## src/rtl/upsample2x_unpool.sv

```systemverilog
// Nearest-neighbour 2x upsampler: reads pooled maps row by row into a row buffer
// and writes every row twice with each pixel duplicated, giving a 2x2 replication.
module upsample2x_unpool #(
  parameter int IN_W     = 12,
  parameter int IN_H     = 12,
  parameter int NUM_MAPS = 4,
  parameter int RD_LAT   = 2,
  parameter int RD_BASE  = 0,
  parameter int WR_BASE  = 0
) (
  input  logic        clk,
  input  logic        rst_n,
  input  logic        start_UP,
  output logic        end_UP,
  output logic        busy,
  output logic [15:0] ram_addr_r,
  output logic        ram_en_r,
  input  logic [7:0]  ram_data_r,
  output logic [15:0] ram_addr_w,
  output logic [7:0]  ram_data_w,
  output logic        ram_en,
  output logic        ram_wea
);

  localparam int          CW       = $clog2(IN_W);
  localparam logic [7:0]  LAST_RD  = 8'(IN_W - 1);
  localparam logic [7:0]  LAST_WR  = 8'(2 * IN_W - 1);
  localparam logic [7:0]  LAST_ROW = 8'(IN_H - 1);
  localparam logic [15:0] LAST_MAP = 16'(NUM_MAPS - 1);
  localparam logic [1:0]  LAST_DRN = 2'(RD_LAT - 1);
  localparam logic [15:0] RD_B     = 16'(RD_BASE);
  localparam logic [15:0] WR_B     = 16'(WR_BASE);

  typedef enum logic [2:0] {
    S_IDLE, S_READ, S_DRAIN, S_WR_A, S_WR_B, S_DONE
  } state_t;

  state_t          r_state;
  logic [7:0]      r_col;
  logic [1:0]      r_drn;
  logic [7:0]      r_row;
  logic [15:0]     r_map;
  logic [7:0]      r_rowbuf [IN_W];
  logic [RD_LAT-1:0] r_vld_p;
  logic [CW-1:0]   r_idx_p [RD_LAT];

  logic [7:0]      w_nxt;
  logic [CW-1:0]   w_nidx;

  // Buffer column feeding the next write cycle (output column j maps to j>>1).
  assign w_nxt  = r_col + 8'd1;
  assign w_nidx = CW'(w_nxt >> 1);

  // Capture pipeline: request column travels RD_LAT stages alongside its valid
  always_ff @(posedge clk or negedge rst_n) begin
    if (!rst_n) begin
      r_vld_p <= '0;
      for (int i = 0; i < RD_LAT; i++) r_idx_p[i] <= '0;
      for (int i = 0; i < IN_W; i++) r_rowbuf[i] <= '0;
    end else begin
      r_vld_p[0] <= ram_en_r;
      r_idx_p[0] <= r_col[CW-1:0];
      for (int i = 1; i < RD_LAT; i++) begin
        r_vld_p[i] <= r_vld_p[i-1];
        r_idx_p[i] <= r_idx_p[i-1];
      end
      if (r_vld_p[RD_LAT-1]) r_rowbuf[r_idx_p[RD_LAT-1]] <= ram_data_r;
    end
  end

  // Control FSM; every RAM-side output is set up on the edge entering its cycle
  always_ff @(posedge clk or negedge rst_n) begin
    if (!rst_n) begin
      r_state    <= S_IDLE;
      r_col      <= '0;
      r_drn      <= '0;
      r_row      <= '0;
      r_map      <= '0;
      ram_addr_r <= RD_B;
      ram_en_r   <= 1'b0;
      ram_addr_w <= WR_B;
      ram_data_w <= '0;
      ram_en     <= 1'b0;
      ram_wea    <= 1'b0;
      end_UP     <= 1'b0;
      busy       <= 1'b0;
    end else begin
      case (r_state)
        S_IDLE: begin
          ram_en_r   <= 1'b0;
          ram_en     <= 1'b0;
          ram_wea    <= 1'b0;
          end_UP     <= 1'b0;
          ram_addr_r <= RD_B;
          ram_addr_w <= WR_B;
          r_row      <= '0;
          r_map      <= '0;
          r_col      <= '0;
          if (start_UP) begin
            r_state  <= S_READ;
            ram_en_r <= 1'b1;
            busy     <= 1'b1;
          end
        end
        S_READ: begin
          ram_addr_r <= ram_addr_r + 16'd1;
          if (r_col == LAST_RD) begin
            r_state  <= S_DRAIN;
            ram_en_r <= 1'b0;
            r_drn    <= '0;
          end else begin
            r_col <= r_col + 8'd1;
          end
        end
        S_DRAIN: begin
          if (r_drn == LAST_DRN) begin
            r_state    <= S_WR_A;
            r_col      <= '0;
            ram_en     <= 1'b1;
            ram_wea    <= 1'b1;
            ram_data_w <= r_rowbuf[0];
          end else begin
            r_drn <= r_drn + 2'd1;
          end
        end
        S_WR_A, S_WR_B: begin
          if (r_col != LAST_WR) begin
            r_col      <= w_nxt;
            ram_data_w <= r_rowbuf[w_nidx];
            ram_addr_w <= ram_addr_w + 16'd1;
          end else if (r_state == S_WR_A) begin
            r_state    <= S_WR_B;
            r_col      <= '0;
            ram_data_w <= r_rowbuf[0];
            ram_addr_w <= ram_addr_w + 16'd1;
          end else begin
            ram_en     <= 1'b0;
            ram_wea    <= 1'b0;
            ram_data_w <= '0;
            r_col      <= '0;
            if (r_row != LAST_ROW) begin
              r_row      <= r_row + 8'd1;
              r_state    <= S_READ;
              ram_en_r   <= 1'b1;
              ram_addr_w <= ram_addr_w + 16'd1;
            end else if (r_map != LAST_MAP) begin
              r_row      <= '0;
              r_map      <= r_map + 16'd1;
              r_state    <= S_READ;
              ram_en_r   <= 1'b1;
              ram_addr_w <= ram_addr_w + 16'd1;
            end else begin
              // Final write keeps its address so ram_addr_w ends on the last location.
              r_state <= S_DONE;
              end_UP  <= 1'b1;
            end
          end
        end
        S_DONE: begin
          end_UP  <= 1'b0;
          busy    <= 1'b0;
          r_state <= S_IDLE;
        end
        default: r_state <= S_IDLE;
      endcase
    end
  end

endmodule
```

## config.mk

```make
export PLATFORM = sky130hd
export DESIGN_NAME = upsample2x_unpool
export DESIGN_NICKNAME = d
export VERILOG_FILES = /design/src/rtl/upsample2x_unpool.sv
export SDC_FILE = /design/constraint.sdc
export NUM_CORES = 1
export LEC_CHECK = 0
export BUFFER_PORTS_ARGS = -buffer_cell sky130_fd_sc_hd__buf_2
export CAP_MARGIN = 5
export CORE_MARGIN = 2
export CORE_UTILIZATION = 59
export DETAILED_ROUTE_END_ITERATION = 8
export GPL_TIMING_DRIVEN = 0
export PLACE_DENSITY = 0.83
export SYNTH_ARGS = -nofsm -noshare
export SYNTH_HDL_FRONTEND = slang
export SYNTH_SLANG_ARGS = --single-unit
```

## constraint.sdc

```tcl
create_clock -name clk -period 5.5 [get_ports clk]
set_clock_uncertainty 0.15 [all_clocks]
set_input_delay 0 -clock clk [delete_from_list [all_inputs] [get_ports clk]]
set_output_delay 0 -clock clk [all_outputs]
set_load 0.05 [all_outputs]
```

### Yosys cells after proc, flatten, opt, wreduce, memory -nomap -nowiden

Cells that the tools add are included.

| cells by class | value |
|---|---|
| add/subtract/negate cells | 6 |
| multipliers | 0 |
| divide/modulo/power cells | 0 |
| magnitude comparators | 3 |
| eq/ne operators | 22 |
| shifts and indexed selects | 0 |
| multiplexer cells | 59 |
| bitwise gates (word level) | 2 |
| reduce and logical (&&, ||, !) cells | 24 |

Operators by type and width:

| operator | count |
|---|---|
| two-way mux 16 bit | 8 |
| two-way mux 8 bit | 13 |
| bitwise mux 96 bit | 1 |
| case mux 16 bit (2 select lines) | 3 |
| adder 16 x 1 -> 16 bit (second input constant) | 3 |
| binary-select mux 8 bit (select 4 bit) | 1 |
| demux 8 bit (select 4 bit) | 1 |
| case mux 8 bit (2 select lines) | 2 |
| case mux 8 bit (4 select lines) | 1 |
| two-way mux 3 bit | 7 |
| inequality test 2 bit (second input constant) | 10 |
| adder 8 x 1 -> 8 bit (second input constant) | 2 |
| inequality test 16 x 2 -> 1 bit (second input constant) | 1 |
| AND reduction 5 bit | 3 |
| two-way mux 1 bit | 14 |
| case mux 3 bit (4 select lines) | 1 |
| AND reduction 4 bit | 3 |
| nonzero test 2 bit | 6 |
| >= comparator 5 bit (second input constant) | 2 |
| NOT 4 -> 5 bit | 2 |
| == test 8 x 4 -> 1 bit (second input constant) | 1 |
| inequality test 8 x 4 -> 1 bit (second input constant) | 1 |
| inequality test 8 x 5 -> 1 bit (second input constant) | 1 |
| == test 3 x 2 -> 1 bit (second input constant) | 2 |
| other kinds (18) | 27 |

| storage, ports and cells | value |
|---|---|
| register bits after elaboration | 187 |
| bits in latches | 0 |
| RAM bits | 0 |
| ROM bits | 0 |
| output and inout port bits | 45 |
| word-level logic and storage cells | 143 |
| memories | 0 |

### Logic depth before layout (Yosys ltp)

Gate-level depths: netlist of run 1.

| depth | value |
|---|---|
| word-level depth | 7 |
| depth in mapped cells | 9 |
| mapped depth without buffers | 7 |

### Worst setup path after synthesis of run 1

OpenSTA, ideal clock, no wires.

| timing path | value |
|---|---|
| kind | reg2reg |
| start point | register r_col[0] |
| end point | register ram_data_w[0] |
| library setup time | 128 ps |
| arrival | 2139 ps |
| setup slack | 3083 ps |
| cell stages (with the launch flop) | 7 |
| buffers on the path | 2 |
| period minus slack after synthesis | 2417 ps |
| path through | dfrtp_1 > ha_1 > clkbuf_1 > buf_2 > mux4_2 > a22oi_1 > a31oi_1 |

| between the ends | value |
|---|---|
| cells in the longest elaborated chain, start to end | 7 |
| elaborated cells between the ends (all ways) | 8 |
| classes of those cells | add/sub: 1; eq/ne: 1; mux: 5; bitwise: 1 |

Ends and longest elaborated chain:

| element | line | text |
|---|---|---|
| start, declared | 39 | `logic [7:0] r_col;` |
| start signal, assigned | 112 | `r_col <= r_col + 8'd1;` |
| start signal, assigned | 128 | `r_col <= w_nxt;` |
| adder 8 x 1 -> 8 bit | 51 | `assign w_nxt = r_col + 8'd1;` |
| NOT 4 -> 5 bit (not written as such) | 129 | `ram_data_w <= r_rowbuf[w_nidx];` |
| binary-select mux 8 bit (select 4 bit) | 129 |  |
| two-way mux 8 bit (not written as such) (2 in a row) | 129 |  |
| two-way mux 8 bit (*) | 127 | `if (r_col != LAST_WR) begin` |
| case mux 8 bit (2 select lines) (*) | 88 | `case (r_state)` |
| end signal, assigned | 121 | `ram_data_w <= r_rowbuf[0];` |
| end signal, assigned | 129 |  |
| end signal, assigned | 134 | `ram_data_w <= r_rowbuf[0];` |
| end, declared | 20 | `output logic [7:0] ram_data_w,` |

Every way passes the cells marked *; elsewhere a longest branch is shown, timed or not. The select of a mux whose other input is x is not followed.
A chain may end at the register's enable or synchronous reset.

### Final worst setup path of run 1

| timing path | value |
|---|---|
| start point | register r_col[0] |
| end point | register ram_data_w[1] |

The elaborated chain is that of the path after synthesis.

==> results of run 1 <==
worst max-delay path by stage:
stage              from  depth (start not counted)  slack [ps]            end
2_1_floorplan  r_col[0]                          6        3080  ram_data_w[0]
3_3_place_gp      rst_n                          1        1310   r_rowbuf[41]
6_report       r_col[0]                          8        2620  ram_data_w[1]
5_1_grt        r_col[0]                          8        2450  ram_data_w[1]
4_1_cts        r_col[0]                          8        2620  ram_data_w[1]
3_5_place_dp   r_col[0]                          8        2650  ram_data_w[1]
critical path, delay by kind of cell, from the launching register on:
| family | cells | cell delay (ps) |
|---|---|---|
| DFF | 1 | 440 |
| muxes | 1 | 420 |
| buffers and inverters | 2 | 780 |
| adders and majority gates | 1 | 220 |
| and+or+nand+nor | 2 | 460 |
| AOI/OAI and AO/OA | 2 | 300 |
layer usage:
metal | share of wire, % | vias to the layer above
met1 | 43 | 3614
met2 | 50 | 246
met5 | 0 | -
met4 | 3.0 | 0
met3 | 4.5 | 59
li1 | - | 3267
Yosys cell counts, types with 7 or more instances:
cell      instances
o21ai_0          59
nand3_1          28
nand2_1          82
nand4_1          13
mux4_2           24
o31ai_1          17
and3_1           13
nand2b_1         21
nor2_1           40
buf_2            12
mux2i_1          18
mux2_2          101
dfrtp_1         187
clkbuf_1         32
a22oi_1           9
a31oi_1          17
inv_1             9
or4_1            10
a21oi_1          38
xnor2_1           7
cell type report:
type | instances | share of cell area (%)
Multi-Input combinational cell | 586 | 41.82
Tap cell | 216 | 2.536
Inverter | 9 | 0.3170
Buffer | 49 | 2.008
Clock buffer | 20 | 4.286
Sequential cell | 187 | 43.91
Timing Repair Buffer | 69 | 4.274
Clock inverter | 9 | 0.8454
report_power, final:
part           total (mW)  switching [mW]  internal (mW)
combinational        1.30           0.664          0.640
sequential           1.77           0.160           1.61
clock                1.17           0.525          0.644
registers in the layout (all words and copies together), names as in the netlist:
signal      flops
r_rowbuf       96
r_map          16
ram_addr_r     16
ram_addr_w     16
r_col           8
r_idx_p         8
r_row           8
ram_data_w      8
r_state         3
r_drn           2
r_vld_p         2
busy            1
end_UP          1
ram_en_r        1
ram_wea         1
repair_timing:
action,in CTS,in global routing
hold buffers,12,0
endpoints found under the hold margin,206,0
gates resized for setup,0,0
stage by stage:
step / instances / util (%) / setup slack, ps
floorplan: 831 / - / 3083
global placement: 1102 / 63.19 / 1311
detailed placement: 1103 / 63.43 / 2655
CTS: 1144 / 67.79 / 2624
global route: 1145 / 67.82 / 2452
finish: 1145 / 67.82 / 2623
kinds of logic after synthesis:
| family | after synthesis | synth area share, % |
|---|---|---|
| adders and majority gates | 6 | 0.8000 |
| and+or+nand+nor | 256 | 14.15 |
| buffers and inverters | 58 | 2.640 |
| xor gates and xnor gates | 11 | 1.027 |
| muxes | 143 | 19.80 |
| AOI/OAI and AO/OA | 170 | 11.72 |
| DFF | 187 | 49.87 |
==> results.sh, run 1 <==
export IMPL_max_stage_delay_ps=590
export IMPL_layout_commonest_cell="dfrtp_1"
export IMPL_vias_per_cell=6.276
export IMPL_r2r_cells=8
export IMPL_cts_tree="done"
export IMPL_grt_pass1_wl_mm=36.89
export IMPL_met2_usage_pct=47.06
export IMPL_reg2reg_from="r_col[0]"
export IMPL_cp_cell_sequence="ha_1 -> clkbuf_1 -> nand2b_1 -> nand2_1 -> clkbuf_1 -> mux4_2 -> a22oi_1 -> a31oi_1"
export IMPL_die_y_um=130.1
export IMPL_rows=46
export IMPL_seqCellArea_um2=4679
export IMPL_critPathLaunchType="flop"
export IMPL_fp_dieW_um=130.1
export IMPL_yosysUniqueCellTypes=66
export IMPL_numCtsBuffers=17
export IMPL_crit_path_frequent_cell="clkbuf_1"
export IMPL_gr_usage_met1_pct=36.84
export IMPL_synth_area_leaders="dfrtp_1 (50%), mux2_2 (12%), mux4_2 (5.8%), nand2_1 (3.3%), o21ai_0 (3.1%)"
export IMPL_critPathArrivalTime_ps=3030
export IMPL_grt_max_degree=125
export IMPL_async_flop_share_pct=100.0
export IMPL_p_leak_nw=4.686
export IMPL_die_area_um2=16930
export IMPL_path_clk_slew_ps=70
export IMPL_post_cts_buffers=0
export IMPL_yosysTopAreaCell="dfrtp_1"
export IMPL_min_path_cells=0
export IMPL_drc_errors=0
export IMPL_antenna_found_initial=0
export IMPL_worst_pin_slew_ps=968.0
export IMPL_drt_first_pass_iters=8
export IMPL_syn_area_per_cell_um2=11.29
export IMPL_fmax_mhz=347.6
export IMPL_ir_worst_vdd_mv=0.2717
export IMPL_start_util_pct=59.72
export IMPL_powerDensity_nw_per_um2=397.9
export IMPL_grt_pass1_vias=7193
export IMPL_hold_ws_ps=198.5
export IMPL_yosysWarnings=0
export IMPL_top_level_ports=56
export IMPL_routed_wire_length_per_instance_um=19.44
export IMPL_syn_inst=831
export IMPL_r2r_end="ram_data_w[1]"
export IMPL_total_power_mw=4.241
export IMPL_routed_wl_mm=22.26
export IMPL_synth_seq_area_share_pct=49.87
export IMPL_hp_start="r_idx_p[5]"
export IMPL_gp_congestion=0.8984
export IMPL_antenna_left=0
export IMPL_cts_root_buffer="clkbuf_16"
export IMPL_period_needed_ps=2877
export IMPL_synth_seq_cells=187
export IMPL_dp_hpwl_mm=14.82
export IMPL_syn2layout_area_growth_pct=13.56
export IMPL_finalHoldViolations=0
export IMPL_top_usage_layer="met2"
export IMPL_rsz0062_at_grt="no"
export IMPL_slew_viol_final=0
export IMPL_final_cell_mix="dfrtp_1 (187), mux2_2 (101), nand2_1 (82)"
export IMPL_final_layout_size_suffix_gt1_share_pct=26.16
export IMPL_synth_edff_count=0
export IMPL_clock_latency_ps=440
export IMPL_multi_input_area_um2=4457
export IMPL_r2r_slack_ps=2620
export IMPL_antenna_cells=0
export IMPL_setup_tns_ps=0
export IMPL_fin_crit_sh_pct=52.31
export IMPL_relSlewSlack_pct=35.23
export IMPL_fillers=1195
export IMPL_portBuffers=55
export IMPL_worst_ep_required_time_ps=5660
export IMPL_holdPathEnd="r_idx_p[1]"
export IMPL_syn_area_um2=9384
export IMPL_cp_max_fo=10
export IMPL_path_class="reg2reg"
export IMPL_grt_usage_pct=28.27
export IMPL_dpl_cell_area_um2=9967
export IMPL_cap_viol_max_count=0
export IMPL_synth_main_ff_cell="dfrtp_1"
export IMPL_hp_class="reg2reg"
export IMPL_endpoint_kind="flop"
export IMPL_h_tree_depth=4
export IMPL_finalSetupViolCount=0
export IMPL_core_um2=15710
export IMPL_fin_nets=936
export IMPL_use_met3_pct=5.166
export IMPL_yosys_area_top_type_share_pct=49.87
export IMPL_via_count=7186
export IMPL_gr_total_overflow=0
export IMPL_syn_num_nets=848
export IMPL_cts_sinks=187
export IMPL_status="finished, final reports clean"
export IMPL_final_area_um2=10660
export IMPL_drt_initial_drc_count=650
export IMPL_critPathSlowestCell="clkbuf_1"
export IMPL_cts_buffer_depth=2
No activity file was read; power rests on OpenSTA's default activity.
==> inputs of run 2 (changes only) <==
ABC_AREA = 1   (was not set)
CORE_UTILIZATION = 55   (was 59)
PLACE_DENSITY = 0.81   (was 0.83)
clock period = 2.39 ns   (was 5.5 ns; I/O delays follow)
==> run 2 against run 1 <==
- the run now ends with hold timing left
- global-route usage decreased by 0.66 points
- worst setup slack got worse by 2500 ps
- sequential power increased by 86%
- non-clock buffer count unchanged
- register-to-register slack got worse by 2500 ps
- sequential share of layout area decreased by 1.2 points
- first-iteration DRC count increased by 20%
- largest power group unchanged
- cell area increased by 2.8%
- core utilization decreased by 4.2 points
- fmax increased by 27%
==> results.sh, run 2 <==
export IMPL_status="finished with violations"
export IMPL_violations="hold timing"
export IMPL_h_tree_depth=4
export IMPL_async_flop_share_pct=100.0
export IMPL_cts_buffer_depth=2
export IMPL_via_count=8694
export IMPL_finalHoldViolations=5
export IMPL_cts_tree="done"
export IMPL_synth_common_cells="nand2_1 (483), dfrtp_1 (187), o21ai_0 (138)"
export IMPL_drc_errors=0
export IMPL_ir_worst_vdd_mv=0.5329
export IMPL_setup_tns_ps=0
export IMPL_endpoint_kind="flop"
export IMPL_path_class="reg2reg"
export IMPL_powerDensity_nw_per_um2=571.0
export IMPL_grt_usage_pct=27.60
export IMPL_top_level_ports=56
export IMPL_critPathSlowestCell="dfrtp_2"
export IMPL_gr_total_overflow=0
export IMPL_yosysUniqueCellTypes=37
export IMPL_worst_ep_required_time_ps=2550
export IMPL_layout_commonest_cell="nand2_1"
export IMPL_critPathArrivalTime_ps=2440
export IMPL_reg2reg_from="r_col[0]"
export IMPL_grt_pass1_wl_mm=40.32
export IMPL_synth_main_ff_cell="dfrtp_1"
export IMPL_synth_seq_cells=187
export IMPL_hp_class="in2async"
export IMPL_hold_ws_ps=-7.585
export IMPL_syn_area_um2=9657
export IMPL_finalSetupViolCount=0
export IMPL_max_stage_delay_ps=420
export IMPL_grt_pass1_vias=8247
export IMPL_die_y_um=136.5
export IMPL_cp_cell_sequence="ha_2 -> nand2_1 -> clkinv_1 -> nand4_1 -> nand2_2 -> nand2_2 -> inv_2 -> nand3_2 -> buf_2 -> nand2_1 -> o21ai_1"
export IMPL_drt_first_pass_iters=5
export IMPL_critPathLaunchType="flop"
export IMPL_period_needed_ps=2274
export IMPL_routed_wl_mm=24.19
export IMPL_p_leak_nw=5.590
export IMPL_placedCellCount=1583
export IMPL_synth_edff_count=0
export IMPL_syn_area_per_cell_um2=7.417
export IMPL_cts_sinks=187
export IMPL_synth_seq_area_share_pct=48.46
export IMPL_crit_buf_inv=3
export IMPL_fmax_mhz=439.8
export IMPL_seqCellArea_um2=4681
export IMPL_die_area_um2=18630
export IMPL_routed_wire_length_per_instance_um=14.86
export IMPL_final_core_utilization_pct=63.57
export IMPL_multi_input_area_um2=4329
export IMPL_cap_viol_max_count=0
export IMPL_path_depth=11
export IMPL_fp_dieW_um=136.5
export IMPL_dpl_cell_area_um2=10250
export IMPL_portBuffers=55
export IMPL_yosysTopAreaCell="dfrtp_1"
export IMPL_rows=48
export IMPL_numCtsBuffers=17
export IMPL_final_area_um2=10960
export IMPL_worst_pin_slew_ps=754.8
export IMPL_r2r_cells=11
export IMPL_antenna_cells=0
export IMPL_r2r_end="ram_addr_w[5]"
export IMPL_largest_register_ffs=96
export IMPL_gp_congestion=0.9344
export IMPL_final_layout_size_suffix_gt1_share_pct=10.34
export IMPL_cp_top_family="simple AND/OR/NAND/NOR gates"
export IMPL_fin_cells=1627
export IMPL_path_clk_slew_ps=70
export IMPL_syn_num_nets=1319
export IMPL_vias_per_cell=5.344
export IMPL_yosys_area_top_type_share_pct=48.46
export IMPL_fin_crit_sh_pct=95.13
export IMPL_fin_nets=1406
export IMPL_synth_area_leaders="dfrtp_1 (48%), nand2_1 (19%), o21ai_0 (7.2%), inv_1 (4.2%), nor2_1 (3.7%)"
export IMPL_cts_root_buffer="clkbuf_16"
export IMPL_antenna_found_initial=0
export IMPL_r2r_slack_ps=120
export IMPL_syn2layout_area_growth_pct=13.47
export IMPL_regMostFlops="r_rowbuf"
export IMPL_fillers=1459
export IMPL_syn_inst=1302
export IMPL_antenna_left=0
export IMPL_start_util_pct=56.02
export IMPL_cp_max_fo=10
export IMPL_dp_hpwl_mm=16.76
export IMPL_grt_max_degree=110
export IMPL_final_cell_mix="nand2_1 (481), dfrtp_1 (186), o21ai_0 (138)"
export IMPL_drt_initial_drc_count=780
export IMPL_yosysMostFrequentCell="nand2_1"
export IMPL_relSlewSlack_pct=49.68
export IMPL_slew_viol_final=0
export IMPL_core_um2=17240
export IMPL_clock_latency_ps=430
export IMPL_yosysWarnings=0
## run 2: timing repair
item / in CTS / in global routing
hold buffers: 10 / 0
endpoints found under the setup margin: 19 / 49
buffers inserted: 0 / 3
endpoints found under the hold margin: 182 / 0
pin swaps: 1 / 2
resized for setup: 4 / 19
## run 2: worst max path at each step
stage	slack, ps	endpoint	start
2_1_floorplan	300	ram_addr_r[10]	ram_addr_r[0]
3_3_place_gp	-1810	r_map[7]	rst_n
3_5_place_dp	-120	ram_data_w[2]	r_col[0]
4_1_cts	-50	ram_addr_w[5]	r_col[0]
5_1_grt	-7	ram_addr_w[11]	r_col[1]
6_report	120	ram_addr_w[5]	r_col[0]
## run 2: cell families (layout without fill, tap and decap cells)
| logic type | after synthesis | count (layout) | synth area share (%) |
|---|---|---|---|
| flops | 187 | 187 | 48.46 |
| xor+xnor | 33 | 33 | 2.993 |
| buf+inv | 168 | 268 | 6.945 |
| compound gates | 216 | 216 | 11.57 |
| simple gates | 692 | 692 | 29.26 |
| fa+ha+maj | 6 | 6 | 0.7774 |
## run 2: final cells by class
type | instances | area share (%)
well taps | 225 | 2.569
plain buffers | 49 | 2.238
clock buffers | 17 | 3.882
inverters | 118 | 4.042
multi-input cells | 947 | 39.51
clock inverters | 15 | 1.073
repair buffers | 69 | 3.974
flip-flops and latches | 187 | 42.72
## run 2: per-layer routing
| layer | vias up | GRT usage (%) | share of wire [%] |
|---|---|---|---|
| li1 | 4324 | - | - |
| met1 | 4041 | 38.36 | 45 |
| met2 | 285 | 43.61 | 47 |
| met3 | 44 | 5.259 | 5.4 |
| met4 | 0 | 9.375 | 2.5 |
| met5 | - | 0 | 0 |
## run 2: through the flow
step | total power, mW | setup slack, ps
after global routing | 6.506 | -6.727
after floorplan | 3.513 | 300.5
after CTS | 6.302 | -45.33
after global placement | 3.646 | -1807
final | 6.257 | 116.3
after detailed placement | 3.664 | -123.1
## run 2: power breakdown
part | total (mW) | internal (mW) | switching (mW) | leakage, nW
sequential | 3.30 | 3.25 | 0.0505 | 2.28
combinational | 0.316 | 0.0956 | 0.220 | 3.04
clock | 2.64 | 1.35 | 1.29 | 0.264
==> inputs of run 3 (changes only) <==
CORE_ASPECT_RATIO = 1.2   (was not set)
==> run 3 against run 2 <==
- the flow still finishes with violations (hold timing)
- cell area down 0.34%
- non-clock buffer count down 4
- cell count decreased by 0.68%
- hold slack lost 19 ps
- register-to-register slack improved by 30 ps
- count of clock-buffer cells in the layout increased by 6
- via count is 0.37% higher
- sequential cell count unchanged
==> results.sh, run 3 (same netlist as run 2, synthesis figures left out) <==
export IMPL_fmax_mhz=445.1
export IMPL_clock_latency_ps=440
export IMPL_layout_commonest_cell="nand2_1"
export IMPL_cts_sinks=187
export IMPL_top_level_ports=56
export IMPL_die_y_um=149.2
export IMPL_p_leak_nw=5.566
export IMPL_powerDensity_nw_per_um2=577.6
export IMPL_reg2reg_from="r_col[0]"
export IMPL_cts_root_buffer="clkbuf_16"
export IMPL_fin_crit_sh_pct=94.00
export IMPL_fin_nets=1402
export IMPL_r2r_end="ram_data_w[6]"
export IMPL_portBuffers=55
export IMPL_worst_ep_required_time_ps=2600
export IMPL_status="finished with violations"
export IMPL_routed_wl_mm=24.38
export IMPL_path_clk_slew_ps=70
export IMPL_worst_slack_ps=143.3
export IMPL_endpoint_kind="flop"
export IMPL_hold_ws_ps=-26.22
export IMPL_critPathArrivalTime_ps=2450
export IMPL_fp_dieW_um=125.0
export IMPL_via_count=8726
export IMPL_syn2layout_area_growth_pct=13.09
export IMPL_grt_pass1_vias=8690
export IMPL_worst_pin_slew_ps=808.9
export IMPL_rows=53
export IMPL_cap_viol_max_count=0
export IMPL_cts_tree="done"
export IMPL_post_cts_buffers=0
export IMPL_antenna_found_initial=0
export IMPL_dp_hpwl_mm=17.39
export IMPL_slew_viol_final=0
export IMPL_regMostFlops="r_rowbuf"
export IMPL_finalHoldViolations=38
export IMPL_final_core_utilization_pct=62.85
export IMPL_numCtsBuffers=17
export IMPL_final_cell_mix="nand2_1 (482), dfrtp_1 (185), o21ai_0 (138)"
export IMPL_dp_slack_ps=-133.4
export IMPL_r2r_slack_ps=140
export IMPL_start_util_pct=55.58
export IMPL_ir_worst_vdd_mv=0.5169
export IMPL_final_layout_size_suffix_gt1_share_pct=9.599
export IMPL_grt_usage_pct=26.97
export IMPL_cp_max_fo=10
export IMPL_die_area_um2=18640
export IMPL_vias_per_cell=5.400
export IMPL_grt_max_degree=114
export IMPL_setup_tns_ps=0
export IMPL_period_needed_ps=2247
export IMPL_hp_class="in2async"
export IMPL_gp_congestion=0.9573
export IMPL_drt_initial_drc_count=584
export IMPL_h_tree_depth=4
export IMPL_critPathLaunchType="flop"
export IMPL_dpl_cell_area_um2=10240
export IMPL_total_power_mw=6.308
export IMPL_cts_buffer_depth=2
export IMPL_core_um2=17370
export IMPL_gr_total_overflow=0
export IMPL_drt_first_pass_iters=6
export IMPL_routed_wire_length_per_instance_um=15.08
export IMPL_antenna_left=0
export IMPL_finalSetupViolCount=0
export IMPL_largest_register_ffs=96
export IMPL_path_class="reg2reg"
export IMPL_r2r_cells=13
export IMPL_drc_errors=0
export IMPL_fillers=1558
export IMPL_grt_pass1_wl_mm=40.79
export IMPL_antenna_cells=0
export IMPL_final_area_um2=10920
export IMPL_relSlewSlack_pct=45.71
export IMPL_violations="hold timing"
-- run 3: cell types whose count changed in the layout (fill, tap and decap cells not counted), sizes merged --
cell / change
buf: -1
inv: -5
clkbuf: +3
bufinv: +1
clkinv: -4
-- run 3: stage by stage --
step,std cells,hold WS [ps]
2_1_floorplan,1302,-445.6
3_3_place_gp,1577,94.63
3_5_place_dp,1578,-127.2
4_1_cts,1617,2.292
5_1_grt,1616,23.17
6_report,1616,-26.22
-- run 3: how the worst max path moves through the flow --
stage,start,endpoint,cells after the start
6_report,r_col[0],ram_data_w[6],13
5_1_grt,r_col[0],ram_addr_w[8],11
4_1_cts,r_col[0],ram_data_w[6],13
3_5_place_dp,r_col[0],ram_data_w[6],13
3_3_place_gp,rst_n,ram_addr_w[11],1
2_1_floorplan,ram_addr_r[0],ram_addr_r[10],10
-- run 3: worst max-delay path, stage by stage, from the launching register on --
cell and delay [ps]:
dfrtp_2 460, ha_4 200, nand2_1 100, clkinv_1 160, nor2_4 240, buf_4 240
nand2_1 60, nand2_1 90, nand2_1 50, nand2_1 60, nand2_1 80, nand2_1 70
nand2_1 50, a21oi_1 150
-- run 3: report_power, final --
group	total (mW)	leakage, nW	switching (mW)	internal (mW)
Sequential	3.31	2.28	0.0531	3.25
Clock	2.69	0.261	1.19	1.50
Combinational	0.310	3.02	0.215	0.0954
-- run 3: timing repair --
action | in CTS | in global routing
setup endpoints to repair | 8 | 48
hold buffers | 10 | 0
resized for setup | 4 | 12
hold endpoints to repair | 193 | 0
-- run 3: cell type report --
type / instances / area [um2] / area share, %
Sequential cell: 187 / 4682 / 42.87
Multi-Input combinational cell: 947 / 4333 / 39.68
Clock buffer: 23 / 478.0 / 4.377
Inverter: 118 / 442.9 / 4.056
Timing Repair Buffer: 66 / 412.9 / 3.781
Tap cell: 220 / 275.3 / 2.521
Buffer: 48 / 229.0 / 2.097
Clock inverter: 7 / 67.56 / 0.6187
-- run 3: per-layer routing --
layer	global-route usage (%)	routed length (um)	vias up	share of wire, %
met3	4.878	856	67	3.5
met1	31.47	10120	4107	42
met5	0	0	-	0
li1	-	-	4316	-
met4	12.67	984	0	4.0
met2	48.29	12410	236	51
